File: src/rtl/spi_slave_sync.sv
// SPI slave running entirely on clk: sclk/mosi/ce0 are synchronised and edge-detected.
// Optional underrun output enabled by defining SPI_SLAVE_UNDERRUN_EN.
module spi_slave_sync #(
   parameter int unsigned WIDTH       = 8,
   parameter bit          CPOL        = 1'b0,
   parameter bit          CPHA        = 1'b0,
   parameter int unsigned SYNC_STAGES = 2
) (
   input  logic             clk,
   input  logic             rst,
   input  logic             sclk,
   input  logic             mosi,
   input  logic             ce0,
   output logic             miso,
   output logic             miso_oe,
   input  logic [WIDTH-1:0] tx_data,
   input  logic             tx_valid,
   output logic             tx_ready,
   output logic [WIDTH-1:0] rx_data,
   output logic             rx_valid,
   input  logic             rx_ready,
   output logic             busy,
   output logic             overrun
`ifdef SPI_SLAVE_UNDERRUN_EN
   ,
   output logic             underrun
`endif
);

   localparam int unsigned CW          = $clog2(WIDTH + 1);
   localparam bit          SAMPLE_RISE = (CPOL == CPHA);

   typedef enum logic {IDLE, ACTIVE} state_t;

   state_t                 state, state_nxt;
   logic [SYNC_STAGES-1:0] sclk_sync, mosi_sync, ce0_sync;
   logic                   sclk_d, ce0_d;
   logic                   sclk_s, mosi_s, ce0_s;
   logic                   sample_edge, shift_edge, ce0_fall, ce0_rise;

   logic [CW-1:0]          count, count_nxt;
   logic                   skip, skip_nxt;
   logic [WIDTH-1:0]       rx_shift, rx_shift_nxt, tx_shift, tx_shift_nxt;
   logic [WIDTH-1:0]       hold, hold_nxt, rx_data_nxt;
   logic                   tx_ready_nxt, rx_valid_nxt, overrun_nxt, underrun_nxt;
   logic                   miso_nxt, active_nxt, load, word_done;

   // Input synchronisers plus one edge-detect flop each for sclk and ce0
   always_ff @(posedge clk or posedge rst) begin
      if (rst) begin
         sclk_sync <= {SYNC_STAGES{CPOL}};
         mosi_sync <= '0;
         ce0_sync  <= '1;
         sclk_d    <= CPOL;
         ce0_d     <= 1'b1;
      end else begin
         sclk_sync <= {sclk_sync[SYNC_STAGES-2:0], sclk};
         mosi_sync <= {mosi_sync[SYNC_STAGES-2:0], mosi};
         ce0_sync  <= {ce0_sync[SYNC_STAGES-2:0], ce0};
         sclk_d    <= sclk_sync[SYNC_STAGES-1];
         ce0_d     <= ce0_sync[SYNC_STAGES-1];
      end
   end

   assign sclk_s      = sclk_sync[SYNC_STAGES-1];
   assign mosi_s      = mosi_sync[SYNC_STAGES-1];
   assign ce0_s       = ce0_sync[SYNC_STAGES-1];
   assign sample_edge = SAMPLE_RISE ? (sclk_s & ~sclk_d) : (~sclk_s & sclk_d);
   assign shift_edge  = SAMPLE_RISE ? (~sclk_s & sclk_d) : (sclk_s & ~sclk_d);
   assign ce0_fall    = ~ce0_s & ce0_d;
   assign ce0_rise    = ce0_s & ~ce0_d;

   always_ff @(posedge clk or posedge rst) begin
      if (rst) begin
         state    <= IDLE;
         count    <= '0;
         skip     <= 1'b0;
         rx_shift <= '0;
         tx_shift <= '0;
         hold     <= '0;
         tx_ready <= 1'b1;
         rx_data  <= '0;
         rx_valid <= 1'b0;
         overrun  <= 1'b0;
         miso     <= 1'b0;
         miso_oe  <= 1'b0;
         busy     <= 1'b0;
`ifdef SPI_SLAVE_UNDERRUN_EN
         underrun <= 1'b0;
`endif
      end else begin
         state    <= state_nxt;
         count    <= count_nxt;
         skip     <= skip_nxt;
         rx_shift <= rx_shift_nxt;
         tx_shift <= tx_shift_nxt;
         hold     <= hold_nxt;
         tx_ready <= tx_ready_nxt;
         rx_data  <= rx_data_nxt;
         rx_valid <= rx_valid_nxt;
         overrun  <= overrun_nxt;
         miso     <= miso_nxt;
         miso_oe  <= active_nxt;
         busy     <= active_nxt;
`ifdef SPI_SLAVE_UNDERRUN_EN
         underrun <= underrun_nxt;
`endif
      end
   end

   // A finished word is delivered even if ce0 rises in the same cycle
   always_comb begin
      state_nxt    = state;
      count_nxt    = count;
      skip_nxt     = skip;
      rx_shift_nxt = rx_shift;
      tx_shift_nxt = tx_shift;
      hold_nxt     = hold;
      tx_ready_nxt = tx_ready;
      rx_data_nxt  = rx_data;
      rx_valid_nxt = rx_valid;
      overrun_nxt  = 1'b0;
      load         = 1'b0;
      word_done    = 1'b0;

      case (state)
         IDLE: begin
            if (ce0_fall) begin
               state_nxt = ACTIVE;
               load      = 1'b1;
               count_nxt = '0;
               skip_nxt  = CPHA;
            end
         end
         ACTIVE: begin
            word_done = (count == CW'(WIDTH));
            if (ce0_rise) begin
               state_nxt = IDLE;
               count_nxt = '0;
               skip_nxt  = 1'b0;
            end else if (word_done) begin
               load      = 1'b1;
               count_nxt = '0;
               skip_nxt  = 1'b1;
            end else if (sample_edge) begin
               rx_shift_nxt = {rx_shift[WIDTH-2:0], mosi_s};
               count_nxt    = count + CW'(1);
            end else if (shift_edge) begin
               if (skip) skip_nxt = 1'b0;
               else      tx_shift_nxt = {tx_shift[WIDTH-2:0], 1'b0};
            end
         end
         default: state_nxt = IDLE;
      endcase

      // Load sees the old holding content; a same-cycle write refills it
      if (load) tx_shift_nxt = tx_ready ? '0 : hold;
      underrun_nxt = load & tx_ready;
      if (tx_valid && tx_ready) begin
         hold_nxt     = tx_data;
         tx_ready_nxt = 1'b0;
      end else if (load) begin
         tx_ready_nxt = 1'b1;
      end

      if (word_done) begin
         rx_data_nxt  = rx_shift;
         rx_valid_nxt = 1'b1;
         overrun_nxt  = rx_valid & ~rx_ready;
      end else if (rx_valid && rx_ready) begin
         rx_valid_nxt = 1'b0;
      end

      active_nxt = (state_nxt == ACTIVE);
      miso_nxt   = active_nxt & tx_shift_nxt[WIDTH-1];
   end

endmodule

File: config.mk
export PLATFORM = sky130hd
export DESIGN_NAME = spi_slave_sync
export DESIGN_NICKNAME = d
export VERILOG_FILES = /design/src/rtl/spi_slave_sync.sv
export SDC_FILE = /design/constraint.sdc
export NUM_CORES = 1
export LEC_CHECK = 0
export CORE_ASPECT_RATIO = 1.75
export CORE_UTILIZATION = 45
export DETAILED_ROUTE_END_ITERATION = 8
export DONT_BUFFER_PORTS = 1
export PLACE_DENSITY = 0.65
export SLEW_MARGIN = 20
export SYNTH_ARGS = -nofsm -noshare
export SYNTH_HDL_FRONTEND = slang
export SYNTH_SLANG_ARGS = --single-unit
File: constraint.sdc
create_clock -name clk -period 3.62 [get_ports clk]
set_input_delay 0.724 -clock clk [delete_from_list [all_inputs] [get_ports clk]]
set_output_delay 0.724 -clock clk [all_outputs]
set_load 0.02 [all_outputs]
==> results by group <==
Status
  – Status: finished, final reports clean

Finish
  – Layout cells sized above 1: 0.258
  – Register area: 1260 µm²
  – Fill cell count: 378
  – Layout Nets: 175
  – Area Growth Syn to Fin: 7.52%
  – Commonest non-fill, non-tap cell in the layout: dfrtp_1
  – Antenna diode count: 0
  – Most frequent cells in the layout: 46 x dfrtp_1, 24 x mux2_2, 14 x nand2_1
  – Non-filler cells, final: 210
  – Area of the multi-input gates: 709 µm²

Timing
  – Slew margin rel.: 0.457
  – Fin Hold WS: 0.357 ns
  – Worst-Margin Slew: 0.813 ns
  – Post-route minimum period: 2.00 ns
  – Final setup violation count: 0
  – Final TNS setup: 0 ns
  – Maximum clock rate: 0.499 GHz
  – Endpoints failing hold: 0
  – Setup ws final: 1.62 ns
  – Slew Limit Fails: 0
  – Unrepaired setup endpoints after global routing: no
  – Clock Skews: 0.00772 ns
  – Final period util: 0.554

Routing
  – Initial DRC Count: 44
  – # DRC: 0
  – Average wire per standard cell: 15.3 µm
  – Post-DR vias/cell: 5.60
  – DRT antenna net count: 0
  – Via Count: 1,175
  – Drt first pass iters: 4
  – Final wirelength: 3220 µm

Worst setup path
  – Reg2Reg Depth: 4
  – CP required: 3.79 ns
  – Setup CP Type: register to register
  – Crit path launch type: register
  – CP endpoint kind: register
  – Worst-path maximum fanout: 14
  – Worst path arrival time: 2.17 ns

Yosys
  – Seq/Total Area, Yosys: 0.619
  – Synth Flop Type: dfrtp_1
  – Post-Syn Area: 2030 µm²
  – Avg Inst Size Synth: 13.0 µm²
  – Synth unique cells: 36
  – Ys Warns: 0
  – Async SR Flop Fraction: 1.00
  – Synth Register Bits: 50
  – Syn Inst Count: 156
  – Post-Syn Nets: 173
  – Post-synth EDFFs: 0

Placed design
  – Gpl congestion: 0.724
  – Placed cells: 202
  – IO Port Bufs: 0
  – Dpl hpwl: 2250 µm
  – Place WS: 1.64 ns

Floorplan
  – Initial Utilization: 0.465
  – # rows: 32
  – Die Width: 52.8 µm
  – Core area: 4360 µm²
  – Die area: 4790 µm²
  – Die Ht: 90.8 µm
  – I/O pins: 29

Hold path
  – Hold WC Path Type: register to register
  – Hold path cells: 0

Clock tree
  – CTS tree: yes
  – Worst skew pair latency: 0.31 ns
  – Worst-path clk slew: 0.09 ns
  – Cts hold-fix bufs: 0
  – Clk sink count: 50
  – TritonCTS buffer count: 5
  – Clock Path Buffers: 2
  – CTS resizes: 0
  – Post-CTS Setup Repair Bufs: 0
  – Htree depth: 2
  – CTS root buffer: clkbuf_8

Power and ir drop
  – Switching Fraction: 0.263
  – Total power divided by cell area: 633 nW/µm²
  – Power share of the combinational group: 0.137
  – Switching power: 0.364 mW
  – Pleak: 1.03 nW
  – Seq pwr share: 0.566
  – Worst IR Drop VDD: 0.000569 V
  – Clock network fraction of design power: 0.297
  – Cell-internal power: 1.02 mW

GRT
  – Gr ovfl total: 0
  – Vias in the first global route: 1,278
  – Initial antenna violation count: 0
  – First-pass GRT wire length: 5720 µm
  – Tot GR Track Use: 0.165
  – Largest net degree at the start of global routing: 51

Flow run
  – Max-Cap Viols: 0
final timing paths:
check	from	to	slack [ns]
worst max-delay path	state	miso	1.62
worst min-delay path	sclk_sync[0]	sclk_sync[1]	0.36
worst max register to register	state	miso	1.62
worst min register to register	sclk_sync[0]	sclk_sync[1]	0.36
max in group asynchronous	rst	hold[6]	2.71
min in group asynchronous	rst	rx_shift[1]	0.42
Yosys cell counts, types with 3 or more instances:
| library cell | number | share of area |
|---|---|---|
| dfrtp_1 | 46 | 0.57 |
| mux2_2 | 24 | 0.13 |
| nand2_1 | 14 | 0.026 |
| o21ai_0 | 9 | 0.022 |
| inv_1 | 8 | 0.015 |
| a22oi_1 | 7 | 0.026 |
| dfstp_2 | 4 | 0.052 |
| nand2b_1 | 4 | 0.012 |
| nand3_1 | 4 | 0.0099 |
| buf_2 | 3 | 0.0074 |
| nor2_1 | 3 | 0.0055 |
flip-flops by register name, indices dropped and copies added, names as in the netlist:
signal / flops
hold: 8
rx_data: 8
rx_shift: 8
tx_shift: 8
count: 4
ce0_sync: 2
mosi_sync: 2
sclk_sync: 2
ce0_d: 1
miso: 1
overrun: 1
rx_valid: 1
sclk_d: 1
skip: 1
state: 1
tx_ready: 1
cell type report:
cell class / count / share of cell area
clock inverter: 2 / 0.0178
inverter: 8 / 0.0143
clock buffer: 6 / 0.0378
multi-input combinational: 93 / 0.325
tap: 51 / 0.0292
sequential: 50 / 0.576
layer usage:
layer	track usage	routed length, µm	part of all wire
met1	0.180	1230	0.38
met2	0.282	1780	0.55
met3	0.0421	123	0.038
met4	0.0833	84	0.026
met5	0	0	0
power by group through the flow:
stage          Clock [mW]  Combinational [mW]  Sequential, mW
2_1_floorplan           0               0.171           0.760
3_3_place_gp            0               0.183           0.785
3_5_place_dp            0               0.193           0.792
4_1_cts             0.423               0.193           0.781
5_1_grt             0.445               0.215           0.797
6_report            0.411               0.189           0.781
per-stage QoR:
stage / instance area [µm²] / util / total power [mW]
floorplan: 2030 / - / 0.931
global placement: 2060 / 0.472 / 0.969
detailed placement: 2060 / 0.472 / 0.984
CTS: 2180 / 0.500 / 1.40
global route: 2180 / 0.500 / 1.46
finish: 2180 / 0.500 / 1.38
critical path, stage by stage, from the launching register on:
cell	delay, ns
dfrtp_1	0.85
inv_1	0.22
o31ai_1	0.44
a21boi_0	0.29
nor3_1	0.07
cells by family after synthesis:
logic type,count (synthesis),synth area share
buf+inv,13,0.0314
compound gates,28,0.0937
fa+ha+maj,2,0.0123
simple gates,38,0.105
mux,25,0.138
flops,50,0.619
No activity file was read; power rests on OpenSTA's default activity.
